$ cat src/rtl/block_ram_arbiter.sv
// block_ram_arbiter: round-robin share of one block_ram TileLink-A port between
// an instruction-fetch requester (port 0) and a load/store requester (port 1).
// The RAM answers 1 cycle after a_valid; the response is presented to the
// owning requester and buffered if that requester stalls.
//
// Ports
//   clock, reset            rising-edge clock, asynchronous active-high reset
//   req0_tla / req1_tla     requester A channel (packed, layout below)
//   req0_d_ready/req1_d_ready  requester accepts its D response
//   req0_ready / req1_ready grant to the requester this cycle (combinational)
//   req0_tld / req1_tld     D response to the requester (packed, layout below)
//   ram_tla                 A channel towards block_ram
//   ram_rdata               block_ram read/merged word, valid 1 cycle after a_valid
//
// A layout [78:0]: a_valid[78] a_opcode[77:75] a_size[74:72] a_source[71:68]
//                  a_address[67:36] a_mask[35:32] a_data[31:0]
// D layout [44:0]: d_valid[44] d_opcode[43:41] d_size[40:38] d_source[37:34]
//                  d_sink[33] d_error[32] d_data[31:0]
module block_ram_arbiter #(
    parameter int unsigned ADDR_BITS = 16,
    parameter logic [31:0] BASE_ADDR = 32'h0000_0000,
    localparam int unsigned TLA_W = 79,
    localparam int unsigned TLD_W = 45
) (
    input  logic             clock,
    input  logic             reset,
    input  logic [TLA_W-1:0] req0_tla,
    input  logic             req0_d_ready,
    output logic             req0_ready,
    output logic [TLD_W-1:0] req0_tld,
    input  logic [TLA_W-1:0] req1_tla,
    input  logic             req1_d_ready,
    output logic             req1_ready,
    output logic [TLD_W-1:0] req1_tld,
    output logic [TLA_W-1:0] ram_tla,
    input  logic [31:0]      ram_rdata
);

    localparam int unsigned A_VALID    = 78;
    localparam int unsigned A_OPC_LSB  = 75;
    localparam int unsigned A_SIZE_LSB = 72;
    localparam int unsigned A_SRC_LSB  = 68;
    localparam int unsigned A_ADDR_LSB = 36;
    localparam int unsigned TAG_BITS   = 32 - ADDR_BITS;
    localparam logic [2:0]  OP_GET     = 3'd4;
    localparam logic [2:0]  OP_ACK     = 3'd0;
    localparam logic [2:0]  OP_ACK_DATA = 3'd1;

    typedef enum logic [1:0] {IDLE, RESP, HOLD} state_t;

    state_t      state;
    logic        owner;
    logic        last_grant;
    logic        in_range_q;
    logic [2:0]  opcode_q;
    logic [2:0]  size_q;
    logic [3:0]  source_q;
    logic [31:0] hold_data;

    logic             valid0;
    logic             valid1;
    logic             owner_ready;
    logic             resp_active;
    logic             accept;
    logic             grant;
    logic             win1;
    logic             win_in_range;
    logic [TLA_W-1:0] win_tla;
    logic [31:0]      resp_data;
    logic [TLD_W-1:0] resp_tld;

    // Grant window, round-robin pick and response formatting.
    always_comb begin
        valid0       = req0_tla[A_VALID];
        valid1       = req1_tla[A_VALID];
        owner_ready  = owner ? req1_d_ready : req0_d_ready;
        resp_active  = (state != IDLE);
        accept       = resp_active && owner_ready;
        // On a tie the port that did not win last time gets it.
        win1         = valid1 && (!valid0 || !last_grant);
        grant        = !reset && (state == IDLE || accept) && (valid0 || valid1);
        win_tla      = win1 ? req1_tla : req0_tla;
        win_in_range = (win_tla[A_ADDR_LSB + ADDR_BITS +: TAG_BITS] == BASE_ADDR[31:ADDR_BITS]);

        if (state == HOLD) begin
            resp_data = hold_data;
        end else begin
            resp_data = in_range_q ? ram_rdata : 32'h0;
        end

        resp_tld = {1'b1,
                    (opcode_q == OP_GET) ? OP_ACK_DATA : OP_ACK,
                    size_q,
                    source_q,
                    1'b0,
                    !in_range_q,
                    resp_data};
    end

    // Outputs are forced low while reset is held, even if a request is pending.
    always_comb begin
        req0_ready = grant && !win1;
        req1_ready = grant && win1;
        // Out-of-range requests never reach the RAM, so a Put cannot alias.
        ram_tla    = (grant && win_in_range) ? win_tla : '0;
        req0_tld   = (!reset && resp_active && !owner) ? resp_tld : '0;
        req1_tld   = (!reset && resp_active &&  owner) ? resp_tld : '0;
    end

    // Request latch, response hold buffer and state progression.
    always_ff @(posedge clock or posedge reset) begin
        if (reset) begin
            state      <= IDLE;
            owner      <= 1'b0;
            last_grant <= 1'b1;
            in_range_q <= 1'b0;
            opcode_q   <= 3'd0;
            size_q     <= 3'd0;
            source_q   <= 4'd0;
            hold_data  <= 32'h0;
        end else if (grant) begin
            state      <= RESP;
            owner      <= win1;
            last_grant <= win1;
            in_range_q <= win_in_range;
            opcode_q   <= win_tla[A_OPC_LSB  +: 3];
            size_q     <= win_tla[A_SIZE_LSB +: 3];
            source_q   <= win_tla[A_SRC_LSB  +: 4];
        end else if (state == RESP && !owner_ready) begin
            // RAM data is only valid this cycle; keep it for the stalled owner.
            state      <= HOLD;
            hold_data  <= resp_data;
        end else if (accept) begin
            state      <= IDLE;
        end
    end

endmodule
$ cat config.mk
export PLATFORM = sky130hd
export DESIGN_NAME = block_ram_arbiter
export DESIGN_NICKNAME = d
export VERILOG_FILES = /design/src/rtl/block_ram_arbiter.sv
export SDC_FILE = /design/constraint.sdc
export NUM_CORES = 1
export LEC_CHECK = 0
export BUFFER_PORTS_ARGS = -buffer_cell sky130_fd_sc_hd__buf_2
export CAP_MARGIN = 15
export CORE_AREA = 3 3 140 142
export CTS_BUF_LIST = sky130_fd_sc_hd__clkbuf_8
export CTS_CLUSTER_SIZE = 20
export DETAILED_ROUTE_END_ITERATION = 8
export DIE_AREA = 0 0 143 145
export PLACE_DENSITY = 0.54
export SYNTH_ARGS = -nofsm -noshare
export SYNTH_HDL_FRONTEND = slang
export SYNTH_SLANG_ARGS = --single-unit
export TNS_END_PERCENT = 20
$ cat constraint.sdc
create_clock -name clock -period 4.6 [get_ports clock]
set_clock_uncertainty 0.05 [all_clocks]
set_input_delay 0.92 -clock clock [delete_from_list [all_inputs] [get_ports clock]]
set_output_delay 0.92 -clock clock [all_outputs]
set_load 0.02 [all_outputs]
# Word-level counts from Yosys, hierarchy flattened

Cells that the tools add are included.
W data, S select, Z words.

Equality and inequality tests: 3
Div/mod/pow operators: 0
Bitwise logic cells: 1
Muxes and demuxes: 11
Shift-type cells: 0
Reduce and logical (&&, ||, !) cells: 26
Add/subtract/negate cells: 0
Multiply operators: 0
Magnitude comparators: 0

Operators with widths:

| cell                 | number |
|---|---|
| $mux W79             | 2 |
| $mux W45             | 2 |
| $mux W32             | 2 |
| $logic_not A16 Y1    | 1 |
| $logic_and A1 B1 Y1  | 11 |
| $logic_not A1 Y1     | 7 |
| $mux W2              | 3 |
| $eq A3 B3 Y1 const B | 1 |
| $logic_or A1 B1 Y1   | 3 |
| $reduce_bool A3 Y1   | 1 |
| $eq A2 B1 Y1 const B | 1 |
| $eq A2 B2 Y1 const B | 1 |
| $logic_not A2 Y1     | 1 |
| $mux W1              | 2 |
| $reduce_and A2 Y1    | 1 |
| $reduce_bool A2 Y1   | 1 |
| $not A1 Y1           | 1 |

Output and inout bits: 171
Register bits after elaboration: 47
Memories: 0
Bits in read-only memories: 0
RAM bits: 0
Bits in latches: 0

# Longest topological paths before layout

Gate-level depths: netlist of the first run.

Word-level depth: 7
Mapped depth: 7

# Least setup slack after synthesis of the first run

OpenSTA, ideal clock, no wires.

Kind: input port to output port
Start point: input port reset
End point: output port req1_tld[34]
Path slack: 647 ps
Data arrival time: 2983 ps
Stages: 4
Cells stage by stage: inv_1 > nand3_1 > inv_1 > and2_1

Longest elaborated chain between the ends: 4

RTL lines:

| element                           | RTL line | source |
|---|---|---|
| from (decl)                       | 26       | `input logic reset,` |
| $logic_not A1 Y1 (no source line) | n/a      |  |
| $logic_and A1 B1 Y1 (2 in a row)  | 107      | `req1_tld = (!reset && resp_active && owner) ? resp_tld : '0;` |
| $mux W45                          | 107      |  |
| to (decl)                         | 34       | `output logic [TLD_W-1:0] req1_tld,` |

Every way passes these cells.

# Worst setup path after layout of the first run

Start point: input port req1_tla[53]
End point: output port ram_tla[49]

Longest elaborated chain between the ends: 4

RTL lines:

| element             | RTL line | source |
|---|---|---|
| from (decl)         | 31       | `input logic [TLA_W-1:0] req1_tla,` |
| $mux W79            | 82       | `win_tla = win1 ? req1_tla : req0_tla;` |
| $logic_not A16 Y1   | 83       | `win_in_range = (win_tla[A_ADDR_LSB + ADDR_BITS +: TAG_BITS] == BASE_ADDR[31:ADDR_BITS]);` |
| $logic_and A1 B1 Y1 | 105      | `ram_tla = (grant && win_in_range) ? win_tla : '0;` |
| $mux W79            | 105      |  |
| to (decl)           | 35       | `output logic [TLA_W-1:0] ram_tla,` |

Every way passes these cells.

==> results of run 1 <==
[area by class of cell]
class	instances	area, um^2
diodes	4	10.0
clock buffers	6	82.6
clock inverters	2	35.0
fillers	2116	12900
inverters	5	18.8
multi-input cells	497	2210
flip-flops and latches	47	1180
well taps	234	293
repair buffers	353	1810
[worst min path at each step]
| stage | slack [ns] | cells past startpoint | end | from |
|---|---|---|---|---|
| floorplan | 0.40 | 2 | last_grant | last_grant |
| global placement | 0.41 | 2 | opcode_q[1] | opcode_q[1] |
| detailed placement | 0.42 | 2 | in_range_q | in_range_q |
| CTS | 0.44 | 2 | in_range_q | in_range_q |
| global route | 0.47 | 2 | in_range_q | in_range_q |
| finish | 0.43 | 2 | in_range_q | in_range_q |
[critical path, delay by kind of cell]
family | cells | cell delay [ns]
AOI/OAI and AO/OA | 2 | 0.79
and+or+nand+nor | 2 | 0.61
buffers and inverters | 3 | 0.54
[power by group through the flow]
stage	registers, mW	logic (mW)	clock network, mW
floorplan	0.477	0.284	0
finish	0.479	0.435	0.321
detailed placement	0.488	0.445	0
global route	0.485	0.496	0.356
global placement	0.487	0.447	0
CTS	0.480	0.447	0.342
[logic make-up (layout without fill, tap and decap cells)]
| kind of cell | after synthesis | count (layout) |
|---|---|---|
| AOI/OAI and AO/OA | 130 | 130 |
| and+or+nand+nor | 334 | 334 |
| muxes | 11 | 11 |
| buffers and inverters | 74 | 366 |
| other | 1 | 26 |
| DFF | 47 | 47 |
[flip-flops by register name (all words and copies together) (netlist names)]
name        count
last_grant      1
size_q          3
hold_data      32
owner           1
opcode_q        3
state           2
source_q        4
in_range_q      1
[routing by layer]
metal  track usage  vias up  part of all wire
li1              -     2493                 -
met1         0.198     2114              0.42
met4        0.0337        2            0.0098
met2         0.267      200              0.50
met3        0.0267       10             0.066
met5             0        -           0.00077
[cell usage in the layout, fill, tap and decap left out]
cell and instances:
a21oi_1 84, a211o_1 1, nand3_1 2, nand2b_1 1, a221o_2 1, clkinv_2 1
dfstp_2 1, nand4_1 2, nand3b_1 1, or3_1 1, inv_1 4, dfrtp_1 46
nor4_1 8, bufinv_16 1, buf_2 342, nor2b_4 1, clkbuf_8 6, a21boi_4 1
buf_4 10, nand2_1 188, or2_1 1, diode_2 4, a21bo_2 1, conb_1 22
inv_2 1, mux2i_1 11, and2_1 15, nor2_1 114, o21ai_0 42, buf_12 1
[stage by stage]
| stage | instances | total power, mW | utilization |
|---|---|---|---|
| final | 1148 | 1.23 | 0.303 |
| after global placement | 1136 | 0.934 | 0.296 |
| after floorplan | 618 | 0.760 | - |
| after detailed placement | 1136 | 0.934 | 0.296 |
| after CTS | 1144 | 1.27 | 0.303 |
| after global routing | 1147 | 1.34 | 0.303 |
==> results.yml, run 1 <==
clocking:
  numCtsBuffers: 5
  cts_tree: "done"
  cts.sinks: 47
  htreeDepth: 2
  ctsResizeCount: 0
  path_clk_slew_ns: 0.09
  insertion_delay_ns: 0.30
  cts_buffer_depth: 2
  cts-root-buf: "clkbuf_8"
  hold_buffers: 0
  post_cts_buffers: 0
sta:
  fin_tns_setup_ns: 0
  drv_slew: 0
  setup_viol: 0
  hold_viol: 0
  rsz0062_at_grt: "no"
  tightestPinTransition_ns: 0.637
  fmax_ghz: 0.259
  fin_crit_sh: 0.840
  period_needed_ns: 3.86
  relSlewSlack: 0.575
  fin_ws_ns: 0.736
  holdWs_ns: 0.433
floorplanning:
  die_area_um2: 20700
  pin_count: 365
  core_area_um2: 18600
  die_y_um: 145
  row_count: 50
  dieWidth_um: 143
  start_util: 0.197
place:
  dpl.hpwl_um: 13600
  dpl_cell_area_um2: 5510
  io_buffers: 342
  gp_congestion: 0.786
  pre_cts_ws_ns: 0.600
logic_synthesis:
  synth_ff_type: "dfrtp_1"
  synth_top_family_by_area: "simple AND/OR/NAND/NOR gates"
  synth_common_cells: "188 x nand2_1, 114 x nor2_1, 84 x a21oi_1"
  yosys_warnings: 0
  async_reset_ff_frac: 1.00
  synth_area_um2: 3660
  synthAdderAreaFrac: 0
  synth.most_common_cell: "nand2_1"
  synthMuxAreaShare: 0.0301
  synth_compound_area_frac: 0.182
  synth-xor-area-share: 0
  yosys.area_share.simple: 0.364
  synth_area_leaders: "dfrtp_1 31%, nand2_1 19%, nor2_1 12%"
  yosys.cell_types.count: 26
  syn_inst: 597
  postSynthRegisterBits: 47
  seq_area_frac_synth: 0.321
  yosysTopAreaCellShare: 0.314
  synth_edf_count: 0
  avgSynthCellArea_um2: 6.13
  synth_top_area_cell: "dfrtp_1"
power_and_ir_drop:
  p_sw_frac: 0.374
  p_per_area_nw_per_um2: 219
  netSwitchingPower_uw: 462
  ir_worst_vdd_v: 0.000113
  combPwrFrac: 0.352
  power.share.clock: 0.260
  p_seq_frac: 0.388
  leakage_nw: 3.22
  p_int_uw: 773
critical_path:
  cp.arrival_ns: 2.89
  crit_path_end: "ram_tla[49]"
  crit_top_cell: "buf_2"
  rr_startpoint: "last_grant"
  crit_slowest_cell: "a221o_2"
  critPathMaxFanout: 34
  reg2reg_depth: 4
  rrSetupSlack_ns: 2.47
  required_ns: 3.63
  worstSetupStartpoint: "req1_tla[53]"
  cpPeakStageDelay_ns: 0.65
  critPathCaptureType: "output port"
  path_cells: "buf_2 -> nor4_1 -> nand2_1 -> a221o_2 -> buf_12 -> a21oi_1 -> buf_2"
  r2r-end: "source_q[2]"
  cp-start-kind: "input pin"
  criticalPathCategory: "input pin to output port"
route:
  first_iter_violations: 157
  first_pass_iters: 4
  drc_errors: 0
  postRouteAntennaNets: 0
  post_drt_wl_per_cell_um: 14.6
  wl_um: 16800
  avgViaCountPerCell: 4.20
  dr_total_vias: 4819
global_routing:
  grt_use_total: 0.154
  grt_pass1_wl_um: 25400
  antenna_found_initial: 6
  grt-ovfl-total: 0
  grt_max_degree: 65
  grt_pass1_vias: 4525
run_status:
  status: "finished, final reports clean"
finish:
  drive_gt1_frac: 0.403
  syn_to_final_growth_pct: 53.9
  nets: 1103
  stdcell_area_um2: 5640
hold_path:
  hp-class: "register to register"
job:
  cap_violations: 0
Note: power is estimated with default switching activity, not from simulation.
==> run 2: changes to the inputs <==
--- a/config.mk
+++ b/config.mk
@@ -5,14 +5,15 @@
 export SDC_FILE = /design/constraint.sdc
 export NUM_CORES = 1
 export LEC_CHECK = 0
+export ABC_AREA = 1
 export BUFFER_PORTS_ARGS = -buffer_cell sky130_fd_sc_hd__buf_2
 export CAP_MARGIN = 15
-export CORE_AREA = 3 3 140 142
+export CORE_AREA = 3 3 139 141
 export CTS_BUF_LIST = sky130_fd_sc_hd__clkbuf_8
 export CTS_CLUSTER_SIZE = 20
 export DETAILED_ROUTE_END_ITERATION = 8
-export DIE_AREA = 0 0 143 145
-export PLACE_DENSITY = 0.54
+export DIE_AREA = 0 0 142 144
+export PLACE_DENSITY = 0.6
 export SYNTH_ARGS = -nofsm -noshare
 export SYNTH_HDL_FRONTEND = slang
 export SYNTH_SLANG_ARGS = --single-unit
==> constraint.sdc (replaced) <==
create_clock -name clock -period 3.6 [get_ports clock]
set_clock_uncertainty 0.05 [all_clocks]
set_input_delay 0.72 -clock clock [delete_from_list [all_inputs] [get_ports clock]]
set_output_delay 0.72 -clock clock [all_outputs]
set_load 0.02 [all_outputs]
==> results.yml, run 2 <==
run_status:
  status: "finished, final reports clean"
logic_synthesis:
  synth.most_common_cell: "nand2_1"
  postSynthRegisterBits: 47
  seq_area_frac_synth: 0.259
  synth_ff_type: "dfrtp_1"
  async_reset_ff_frac: 1.00
  yosys.cell_types.count: 24
  yosys_warnings: 0
  syn_inst: 797
  yosysTopAreaCellShare: 0.253
  synth_common_cells: "239 x nand2_1, 136 x inv_1, 100 x nor2_1"
  synth_area_leaders: "dfrtp_1 25%, nand2_1 20%, inv_1 11%"
  synth_area_um2: 4550
  synth_top_area_cell: "dfrtp_1"
  avgSynthCellArea_um2: 5.71
  synth_edf_count: 0
global_routing:
  grt-ovfl-total: 0
  grt_use_met3: 0.0291
  grt_use_total: 0.153
  use_met1: 0.196
  grt_pass1_vias: 4986
  grt_pass1_wl_um: 25400
  use_met2: 0.264
  antenna_found_initial: 2
  grt-busiest-layer: "met2"
  grt_max_degree: 65
sta:
  hold_viol: 0
  tightestPinTransition_ns: 0.532
  setup_viol: 0
  relSlewSlack: 0.645
  fin_crit_sh: 0.894
  drv_slew: 0
  fmax_ghz: 0.311
  holdWs_ns: 0.364
  rsz0062_at_grt: "no"
  period_needed_ns: 3.22
  fin_tns_setup_ns: 0
route:
  postRouteAntennaNets: 0
  post_drt_wl_per_cell_um: 12.7
  avgViaCountPerCell: 4.12
  drc_errors: 0
  first_pass_iters: 4
  wl_um: 17000
  dr_total_vias: 5528
  first_iter_violations: 148
critical_path:
  critPathCaptureType: "output port"
  cp.arrival_ns: 2.45
  required_ns: 2.83
  cp-start-kind: "input pin"
  rr_startpoint: "last_grant"
  rrSetupSlack_ns: 1.61
  critPathMaxFanout: 64
  reg2reg_depth: 5
  r2r-end: "source_q[1]"
  criticalPathCategory: "input pin to output port"
finish:
  top_register: "hold_data"
  final_util: 0.357
  syn_to_final_growth_pct: 42.0
  nets: 1305
  layout_common_cells: "342 x buf_2, 239 x nand2_1, 135 x inv_1, 99 x nor2_1, 77 x o21ai_0"
  top_regs: "hold_data: 32 flops, source_q: 4 flops"
  nFillCells: 2044
  largest_reg_flops: 32
  final_common_cell: "buf_2"
  drive_gt1_frac: 0.386
clocking:
  cts-root-buf: "clkbuf_8"
  numCtsBuffers: 5
  post_cts_buffers: 0
  path_clk_slew_ns: 0.10
  cts.sinks: 47
  hold_buffers: 0
  insertion_delay_ns: 0.31
  cts_tree: "done"
  htreeDepth: 2
  ctsResizeCount: 0
  cts_buffer_depth: 2
floorplanning:
  dieWidth_um: 142
  core_area_um2: 18100
  pin_count: 365
  die_y_um: 144
  die_area_um2: 20400
  row_count: 49
  start_util: 0.251
place:
  gp_congestion: 0.812
  dpl.hpwl_um: 14000
  io_buffers: 342
power_and_ir_drop:
  p_total_mw: 2.07
  ir_worst_vdd_v: 0.000219
  p_per_area_nw_per_um2: 321
  leakage_nw: 3.88
hold_path:
  hp-class: "input pin to asynchronous set/reset pin"
job:
  cap_violations: 0
## run 2: cell count changes in the layout (fill, tap and decap cells not counted), moves of 8 or more
| cell | change |
|---|---|
| nor4_1 | -8 |
| o21ai_0 | +35 |
| a21oi_1 | -83 |
| nor2_1 | -15 |
| inv_1 | +131 |
| and2_1 | -15 |
| nand3_1 | +46 |
| nand2_1 | +51 |
| nor2_2 | +58 |
## run 2: worst max path at each step
| stage | cells after the start | from | endpoint |
|---|---|---|---|
| 6_report | 12 | req0_tla[78] | ram_tla[3] |
| 5_1_grt | 12 | req0_tla[78] | ram_tla[4] |
| 4_1_cts | 12 | req0_tla[78] | ram_tla[3] |
| 3_5_place_dp | 12 | req0_tla[78] | ram_tla[3] |
| 3_3_place_gp | 12 | req0_tla[78] | ram_tla[0] |
| 2_1_floorplan | 4 | reset | req1_tld[10] |
## run 2: area by class of cell
class	count	area (um^2)	share of cell area
inverter	137	514	0.0797
timing repair buffer	356	1850	0.287
clock inverter	3	22.5	0.00349
tap	229	287	0.0444
clock buffer	5	68.8	0.0107
sequential	47	1180	0.182
antenna	2	5.00	0.000775
multi-input combinational	564	2530	0.391
## run 2: metrics by stage
step | cells | area (um^2) | setup slack, ns
4_1_cts | 1340 | 6430 | 0.374
6_report | 1343 | 6460 | 0.381
2_1_floorplan | 818 | 4630 | 0.822
5_1_grt | 1343 | 6460 | 0.216
3_5_place_dp | 1332 | 6340 | 0.380
3_3_place_gp | 1332 | 6340 | 0.404
## run 2: cells by family after synthesis
family                 synth area share
AOI/OAI and AO/OA                0.0869
buffers and inverters             0.204
DFF                               0.259
muxes                            0.0220
other                          0.000825
and+or+nand+nor                   0.427
## run 2: report_power, final
part           total [mW]  leakage [nW]  internal (mW)  switching [mW]
sequential          0.689         0.631          0.634          0.0555
combinational        1.04          3.20          0.316           0.725
clock               0.341        0.0485          0.140           0.201
total                2.07          3.88           1.09           0.982
## run 2: critical path, stage by stage
cell and delay (ns):
buf_2 0.11, nand2_2 0.09, nand2_4 0.24, nand2_1 0.14, nand2_1 0.06, nor2_1 0.13, nand2_1 0.06, nor2_1 0.18
nand3_4 0.09, buf_12 0.21, nor2_1 0.15, buf_2 0.18
## run 2: layer usage
metal / vias to the layer above / share of wire
li1: 2945 / -
met1: 2357 / 0.42
met5: - / 0
met4: 0 / 0.021
met3: 17 / 0.067
met2: 209 / 0.49
